$ cat src/rtl/weight_preload_sequencer.sv
// weight_preload_sequencer
//   Feeds a ROWS x COLS weight matrix from a valid/ready stream into the mesh
//   preload port in row-major order. When the whole matrix is in, it pulses
//   core_start, then waits for core_done. A cycle timeout supervises the run.
//
// Ports
//   clk, rst        clock, synchronous active-high reset
//   go              start a load batch (IDLE only)
//   abort           cancel the batch in LOAD, START or RUN
//   w_valid/w_ready/w_data             weight stream handshake
//   preload_valid/preload_addr/preload_data   mesh write port; addr = {row, col}
//   core_start      one-cycle start pulse to the core
//   core_done       completion from the core (RUN only)
//   busy            high when not IDLE
//   batch_done      one-cycle pulse on successful completion
//   timeout_err     sticky run-timeout flag, cleared by go or rst
//   loaded_cnt      beats accepted in the current batch
module weight_preload_sequencer #(
  parameter int DW      = 8,
  parameter int ROWS    = 2,
  parameter int COLS    = 4,
  parameter int ROW_W   = 1,
  parameter int COL_W   = 2,
  parameter int TIMEOUT = 64,
  parameter int TO_W    = 7
) (
  input  logic                   clk,
  input  logic                   rst,
  input  logic                   go,
  input  logic                   abort,
  input  logic                   w_valid,
  output logic                   w_ready,
  input  logic [DW-1:0]          w_data,
  output logic                   preload_valid,
  output logic [ROW_W+COL_W-1:0] preload_addr,
  output logic [DW-1:0]          preload_data,
  output logic                   core_start,
  input  logic                   core_done,
  output logic                   busy,
  output logic                   batch_done,
  output logic                   timeout_err,
  output logic [ROW_W+COL_W:0]   loaded_cnt
);

  localparam logic [ROW_W-1:0] LAST_ROW = ROW_W'(ROWS - 1);
  localparam logic [COL_W-1:0] LAST_COL = COL_W'(COLS - 1);
  localparam logic [TO_W-1:0]  TO_LAST  = TO_W'(TIMEOUT - 1);

  typedef enum logic [1:0] {IDLE, LOAD, START, RUN} state_t;

  state_t           state, state_nxt;
  logic [ROW_W-1:0] row;
  logic [COL_W-1:0] col;
  logic [TO_W-1:0]  to_cnt;
  logic             accept;
  logic             last_beat;

  assign w_ready   = (state == LOAD) && !abort;
  assign busy      = (state != IDLE);
  assign accept    = w_valid && w_ready;
  assign last_beat = accept && (row == LAST_ROW) && (col == LAST_COL);

  always_ff @(posedge clk) begin
    if (rst) state <= IDLE;
    else     state <= state_nxt;
  end

  always_comb begin
    state_nxt = state;
    case (state)
      IDLE:    if (go) state_nxt = LOAD;
      LOAD:    if (abort) state_nxt = IDLE;
               else if (last_beat) state_nxt = START;
      START:   state_nxt = abort ? IDLE : RUN;
      // to_cnt == TO_LAST marks the TIMEOUT-th RUN cycle
      RUN:     if (abort || core_done || (to_cnt == TO_LAST)) state_nxt = IDLE;
      default: state_nxt = IDLE;
    endcase
  end

  always_ff @(posedge clk) begin
    if (rst) begin
      row           <= '0;
      col           <= '0;
      to_cnt        <= '0;
      loaded_cnt    <= '0;
      preload_valid <= 1'b0;
      preload_addr  <= '0;
      preload_data  <= '0;
      core_start    <= 1'b0;
      batch_done    <= 1'b0;
      timeout_err   <= 1'b0;
    end else begin
      preload_valid <= accept;
      if (accept) begin
        preload_addr <= {row, col};
        preload_data <= w_data;
      end
      core_start <= (state == START) && !abort;
      // core_done beats a timeout landing in the same cycle
      batch_done <= (state == RUN) && !abort && core_done;

      case (state)
        IDLE: begin
          if (go) begin
            row         <= '0;
            col         <= '0;
            loaded_cnt  <= '0;
            timeout_err <= 1'b0;
          end
        end
        LOAD: begin
          if (accept) begin
            loaded_cnt <= loaded_cnt + 1'b1;
            if (col == LAST_COL) begin
              col <= '0;
              row <= (row == LAST_ROW) ? '0 : row + 1'b1;
            end else begin
              col <= col + 1'b1;
            end
          end
        end
        START: to_cnt <= '0;
        RUN: begin
          if (!abort && !core_done) begin
            if (to_cnt == TO_LAST) timeout_err <= 1'b1;
            else                   to_cnt <= to_cnt + 1'b1;
          end
        end
        default: ;
      endcase
    end
  end

endmodule

$ cat config.mk
export PLATFORM = sky130hd
export DESIGN_NAME = weight_preload_sequencer
export DESIGN_NICKNAME = d
export VERILOG_FILES = /design/src/rtl/weight_preload_sequencer.sv
export SDC_FILE = /design/constraint.sdc
export NUM_CORES = 1
export LEC_CHECK = 0
export CAP_MARGIN = 0
export CORE_ASPECT_RATIO = 0.75
export CORE_MARGIN = 8
export CORE_UTILIZATION = 50
export CTS_CLUSTER_DIAMETER = 60
export CTS_CLUSTER_SIZE = 10
export DETAILED_ROUTE_END_ITERATION = 10
export PLACE_DENSITY = 0.9
export SETUP_SLACK_MARGIN = 0.2
export SYNTH_ARGS = -nofsm -noshare
export SYNTH_HDL_FRONTEND = slang
export SYNTH_SLANG_ARGS = --single-unit
export TNS_END_PERCENT = 30
$ cat constraint.sdc
create_clock -name clk -period 3.5 [get_ports clk]
set_clock_uncertainty 0.1 [all_clocks]
set_input_delay 0.7 -clock clk [delete_from_list [all_inputs] [get_ports clk]]
set_output_delay 0.7 -clock clk [all_outputs]
set_load 0.01 [all_outputs]
# Word level (Yosys, flattened, before mapping)
# Index checks and enable logic that the tools add are counted.
dict set report word_totals {
  wordCells 74
  regBits 31
  out_inout_bits 21
  input_bits 14
}
dict set report classes {
  addsub 4
  n_reduce_logical 22
  mux 24
  n_eq_ne 13
}
# operator count
set ops {}
lappend ops {{2-to-1 mux 2 bit} 8}
lappend ops {{2-to-1 mux 7 bit} 2}
lappend ops {{one-hot mux 7 bit (2 select lines)} 1}
lappend ops {{inequality test 2 bit, second input constant} 5}
lappend ops {{AND reduction 3 bit} 3}
lappend ops {{logical AND 1 bit} 8}
lappend ops {{2-to-1 mux 4 bit} 2}
lappend ops {{one-hot mux 2 bit (4 select lines)} 1}
lappend ops {{one-hot mux 4 bit (2 select lines)} 1}
lappend ops {{AND reduction 4 bit} 2}
lappend ops {{nonzero test 2 bit} 4}
lappend ops {{adder 7 x 1 -> 7 bit, second input constant} 1}
lappend ops {{== test 7 x 6 -> 1 bit, second input constant} 1}
lappend ops {{== test 2 bit, second input constant} 3}
lappend ops {{2-to-1 mux 1 bit} 6}
lappend ops {{adder 4 x 1 -> 4 bit, second input constant} 1}
lappend ops {{inequality test 2 x 1 -> 1 bit, second input constant} 2}
lappend ops {{one-hot mux 1 bit (2 select lines)} 2}
lappend ops {{one-hot mux 2 bit (2 select lines)} 1}
lappend ops {{inequality test 3 bit, second input constant} 1}
lappend ops {{adder 2 x 1 -> 2 bit, second input constant} 1}
lappend ops {{== test 2 x 1 -> 1 bit, second input constant} 1}
lappend ops {{logical NOT 1 bit} 2}
lappend ops {{logical NOT 2 bit} 1}
lappend ops {{other kinds (2)} 3}

# Depth between registers and ports, before layout
# Gate-level depths: netlist of run 1.
dict set report logic_depth {
  word_depth 8
  depth_mapped 6
  depth_no_buf 5
}

# Least setup slack after synthesis of run 1
# No wires, ideal clock.
dict set report synth_timing {
  kind {input to register}
  startpoint {in abort}
  endpoint {reg row}
  cell_stages 6
  setup_time_ns 0.070
  arrival_ns 1.900
  slack_ns 1.429
  n_path_buf 2
  required_ns 3.330
  path_cell_list {buf_2 -> and4bb_1 -> buf_4 -> a21oi_2 -> or4b_1 -> a21oi_1}
}
dict set report synth_between {
  elab_chain_cells 5
}
# item line_no
set synth_lines {}
lappend synth_lines {{start, declared} 30} ;# input logic abort,
lappend synth_lines {{logical NOT 1 bit} 58} ;# assign w_ready = (state == LOAD) && !abort;
lappend synth_lines {{logical AND 1 bit} 58}
lappend synth_lines {{logical AND 1 bit} 60} ;# assign accept = w_valid && w_ready;
lappend synth_lines {{inequality test 2 bit (no line)} -}
lappend synth_lines {{AND reduction 4 bit (no line)} -}
lappend synth_lines {{end signal, assigned} 117} ;# row <= (row == LAST_ROW) ? '0 : row + 1'b1;
lappend synth_lines {{end, declared} 52} ;# logic [ROW_W-1:0] row;
# No other way between the ends.
# A chain may end at the register's enable or synchronous reset.

# Worst setup path in the final report of run 1
dict set report layout_timing {
  startpoint {in abort}
  endpoint {out w_ready}
}
dict set report layout_between {
  elab_chain_cells 2
}
# item line_no
set layout_lines {}
lappend layout_lines {{logical NOT 1 bit} 58}
lappend layout_lines {{logical AND 1 bit} 58}
lappend layout_lines {{end, declared} 32} ;# output logic w_ready,
# No other way between the ends.

==> metrics.txt, run 1 <==
HPWL after DPL 2500 um; CP max stage cell clkdlybuf4s50_1; Final Util 68.4%; post-route ant nets 0; Max-Cap Viols 0; share of cells above drive strength 1 6.63%; die height 61.1 um; vias 1282; CP required 2.70 ns; initial antenna violation count 0; VDD IR max between 200 and 250 uV; PortBufs 34; Fillers 209; Worst-Margin Slew ~0.5 ns; Unique masters post-synth a little over 40; commonest non-fill, non-tap cell in the layout clkdlybuf4s50_1; syn_area_per_cell ~8.4 sq um; Post-CTS Resized 0; CTS tree done; fin. max-slew vios 0; ys async rst share 0%; Seq/Total Area, Yosys about 46%; Worst-path clk slew 0.09 ns; flops & latches, synth 31; Syn Nets 178; DR iter-0 viols 175; area delta synth->final 31.4%; number of post-CTS setup repair buffers 0; area leader, netlist dfxtp_1; initial core utilization 52.0%; clk buf depth 2; Ys Warns 0; Crit Path Max Fanout 10; global-route wire length before repair 5800 um; worst reg2reg path startpoint state[0]; GR Overflow Total 0; final worst path period share 79.4%; std cell rows 16; clk_lat worst skew 0.35 ns; crit-path cells clkdlybuf4s50_1 -> nor2_1 -> clkdlybuf4s50_1; final instance area 0.00178 sq mm; number of flops mapped to enable cells by yosys 0; Fin Setup TNS 0 ns; HP Start preload_data[1]; # clock sinks 31; drt via density 5.53; Total Wirelength 3480 um; hold_buf cts 0; Hold WS 0.356 ns; Leakage Power 0.596 nW; Clock Root Buffer clkbuf_4; slew margin rel. about two thirds; DIE AREA ~0.0046 sq mm; final setup violation count 0; status finished, final reports clean; Hold Path Class flip-flop to flip-flop; # H-tree levels 2; crit-path leading delay family buffers and inverters; CP Launch Type input pin; Antenna Diode Count 0; post-layout min period around 2.8 ns; crit-path max cell delay 0.58 ns; most frequent cells in the layout 34 x clkdlybuf4s50_1, 32 x nand2_1, 31 x dfxtp_1; Design Power 0.000653 W; Mapped Area 0.00135 sq mm; RSZ-0062 raised after global routing false; drt wl/cell 15.0 um; Die W around 76 um; pin count of the biggest net entering global routing 18; vias in the first global route around 1200; First-pass DRT Iterations 4; Setup Crit Path Kind input pin to output port; crit path DAT just under 2 ns; Ports 35; CTS Buf Count 5; share of the synthesized area in the top cell type 45.8%; Post-Syn Instances 161; Max Freq 0.360 GHz; dpl cell area 0.00172 sq mm; top cells by area, synth dfxtp_1 46%, nand2_1 8.9%, a21oi_1 7.8%; pwr dens 367 mW/mm^2; Nets 213; post-route DRC violation count 0; Worst path most repeated cell clkdlybuf4s50_1; crit path capture type output port; worst path bufs/invs 2; CP startpoint abort; Hold Vio Cnt, Final 0; core area 0.00260 sq mm; Main synth FF type dfxtp_1; gp weighted congestion approximately 0.98; GRT Util Overall 15.9%
-- report_power, final --
| group | switching [W] | internal, W |
|---|---|---|
| sequential | 0.00000948 | 0.000358 |
| combinational | 0.0000354 | 0.0000363 |
| clock | 0.000121 | 0.0000928 |
-- logic make-up after synthesis --
kind of cell	synth area share [%]
and+or+nand+nor	26.8
muxes	0.739
adders and majority gates	2.77
xor gates and xnor gates	1.94
AOI/OAI and AO/OA	18.2
buffers and inverters	3.70
DFF	45.8
-- state kept, by name, indices dropped and copies added, names as in the netlist --
| name | flops |
|---|---|
| preload_data | 8 |
| to_cnt | 7 |
| loaded_cnt | 4 |
| preload_addr | 3 |
| col | 2 |
| state | 2 |
| batch_done | 1 |
| core_start | 1 |
| preload_valid | 1 |
| row | 1 |
| timeout_err | 1 |
-- Yosys cell counts, types with 2 or more instances --
cell / n
clkbuf_1: 7
nand4b_1: 2
a31oi_1: 2
nand3_1: 5
and2_1: 2
a21oi_1: 21
nor2_1: 11
xnor2_1: 3
o21ai_0: 2
nand2b_1: 4
ha_1: 3
o211ai_1: 3
inv_1: 3
o311ai_0: 2
dfxtp_1: 31
or4_1: 4
nand2_1: 32
-- worst register-to-register path, stage by stage, from the launching register on --
cell	delay [ns]
dfxtp_1	0.64
and4bb_1	0.31
a21oi_2	0.07
or4b_1	0.53
a21oi_1	0.18
-- path summary, 6_finish.rpt --
check	end	slack (ns)	cells after the start
max	w_ready	0.72	3
min	preload_data[1]	0.36	2
max reg2reg	row	1.61	4
min reg2reg	preload_data[1]	0.36	2
-- cell type report --
class / instances / area, sq um / area share [%]
Multi-Input combinational cell: 118 / 683 / 38.4
Sequential cell: 31 / 621 / 34.9
Timing Repair Buffer: 37 / 363 / 20.4
Clock buffer: 6 / 51.3 / 2.88
Tap cell: 36 / 45.0 / 2.53
Inverter: 3 / 11.3 / 0.633
Clock inverter: 1 / 5.00 / 0.281
-- metrics by stage --
step / setup slack, ns / instances
after CTS: 0.729 / 232
after global placement: 0.751 / 225
final: 0.720 / 232
after floorplan: 1.43 / 161
after global routing: 0.636 / 232
after detailed placement: 0.727 / 225
-- per-layer routing --
metal | GRT usage (%) | routed length, um | vias up
li1 | - | - | 642
met1 | 17.4 | 1520 | 583
met2 | 25.3 | 1610 | 49
met3 | 8.31 | 282 | 8
met4 | 8.45 | 70 | 0
met5 | 0 | 0 | -
Note: power is estimated with default switching activity, not from simulation.
==> inputs of run 2 (changes only) <==
--- a/config.mk
+++ b/config.mk
@@ -8,11 +8,11 @@
 export CAP_MARGIN = 0
 export CORE_ASPECT_RATIO = 0.75
 export CORE_MARGIN = 8
-export CORE_UTILIZATION = 50
+export CORE_UTILIZATION = 47
 export CTS_CLUSTER_DIAMETER = 60
 export CTS_CLUSTER_SIZE = 10
 export DETAILED_ROUTE_END_ITERATION = 10
-export PLACE_DENSITY = 0.9
+export PLACE_DENSITY = 0.85
 export SETUP_SLACK_MARGIN = 0.2
 export SYNTH_ARGS = -nofsm -noshare
 export SYNTH_HDL_FRONTEND = slang
==> constraint.sdc (replaced) <==
create_clock -name clk -period 2.7 [get_ports clk]
set_clock_uncertainty 0.1 [all_clocks]
set_input_delay 0.54 -clock clk [delete_from_list [all_inputs] [get_ports clk]]
set_output_delay 0.54 -clock clk [all_outputs]
set_load 0.01 [all_outputs]
==> metrics.txt, run 2 (synthesis gave the netlist of run 1 again) <==
crit path capture type output port; Antenna Diode Count 0; Hold WS 0.334 ns; Max Freq 0.456 GHz; Total Wirelength 3470 um; flip-flop count of the largest register after layout 8; clk_lat worst skew roughly 0.28 ns; drt via density 5.55; clk buf depth 2; Leakage Power 0.629 nW; final setup margin just over 0.5 ns; CTS Buf Count 5; global-route wire length before repair roughly 5600 um; final instance area 0.00183 sq mm; # H-tree levels 2; GRT Util Overall roughly 14%; commonest non-fill, non-tap cell in the layout clkdlybuf4s50_1; First-pass DRT Iterations 4; Post-CTS Resized 0; HPWL after DPL 2570 um; number of post-CTS setup repair buffers 0; Hold Path Class flip-flop to flip-flop; initial core utilization 47.5%; Ports 35; Top reg by flops preload_data; vias in the first global route 1235; slew margin rel. 71.6%; post-route ant nets 0; pre-CTS setup slack between 0.2 and 0.25 ns; pwr dens a little over 500 mW/mm^2; core area 0.00285 sq mm; Max-Cap Viols 0; pin count of the biggest net entering global routing 17; Clock Root Buffer clkbuf_8; biggest regs preload_data x8, to_cnt x7, loaded_cnt x4; vias between 1000 and 1500; post-route DRC violation count 0; most frequent cells in the layout 33 x clkdlybuf4s50_1, 32 x nand2_1, 30 x dfxtp_1; crit-path max cell delay 0.54 ns; status finished, final reports clean; CP Launch Type flip-flop; PortBufs 34; Fillers about 240; Crit Path Max Fanout 16; DR iter-0 viols 111; fin. max-slew vios 0; hold_buf cts 0; crit path DAT roughly 1.6 ns; Nets 215; GR Overflow Total 0; RSZ-0062 raised after global routing false; DIE AREA just under 0.005 sq mm; area delta synth->final 35.3%; initial antenna violation count 0; CTS tree done; gp weighted congestion 0.926; Worst-path clk slew 0.06 ns; share of cells above drive strength 1 8.08%; Setup Crit Path Kind flip-flop to output port; Worst-Margin Slew 0.423 ns; std cell rows 17; Die W 78.0 um; CP max stage cell clkdlybuf4s50_1; final worst path period share 81.2%; post-layout min period 2.19 ns; # clock sinks 31; VDD IR max 304 uV; Fin Setup TNS 0 ns; dpl cell area ~0.0017 sq mm; die height 62.5 um; Hold Vio Cnt, Final 0; drt wl/cell 14.7 um; CP required 2.06 ns; final setup violation count 0; crit-path cells nand2b_1 -> nor2_1 -> clkdlybuf4s50_1
run 2: changes by cell type in the layout (fill, tap and decap cells not counted), sizes merged:
cell,previous run,this run
buf,3,5
clkdlybuf4s50,34,33
dlymetal6s2s,0,1
run 2: worst max-delay path, delay by kind of cell (launching register included):
family	cells	cell delay, ns
flip-flops	1	0.48
AND/OR/NAND/NOR	2	0.25
buffers and inverters	1	0.54
run 2: cell type report:
type | count | area [sq um] | area share (%)
clock buffer | 6 | 82.6 | 4.51
multi-input combinational | 118 | 683 | 37.3
timing repair buffer | 39 | 380 | 20.8
sequential | 31 | 622 | 33.9
clock inverter | 1 | 5.00 | 0.273
inverter | 3 | 11.3 | 0.615
tap | 38 | 47.5 | 2.60
run 2: where the power goes:
part | total (W) | switching (W) | internal [W]
clock | 0.000364 | 0.000165 | 0.000199
sequential | 0.000475 | 0.00000970 | 0.000465
combinational | 0.0000972 | 0.0000486 | 0.0000486
total | 0.000936 | 0.000223 | 0.000713
run 2: final timing paths:
path                   from         to  slack (ns)  depth (start not counted)
setup reg to reg  to_cnt[0]  to_cnt[5]        0.79                          5
hold / removal    to_cnt[6]  to_cnt[6]        0.33                          2
setup / recovery   state[0]    w_ready        0.51                          3
hold reg to reg   to_cnt[6]  to_cnt[6]        0.33                          2
run 2: routing by layer:
| layer | GRT usage [%] | up-vias | wire, um |
|---|---|---|---|
| met3 | 7.90 | 10 | 358 |
| li1 | - | 647 | - |
| met1 | 15.5 | 593 | 1390 |
| met4 | 7.14 | 0 | 80 |
| met2 | 22.1 | 59 | 1640 |
| met5 | 0 | - | 0 |
run 2: stage by stage:
stage | std cells | util [%] | total power, W
floorplan | 161 | - | 0.000532
global placement | 229 | 61.1 | 0.000578
detailed placement | 229 | 61.1 | 0.000581
CTS | 236 | 64.1 | 0.000943
global route | 236 | 64.3 | 0.000975
finish | 236 | 64.3 | 0.000936
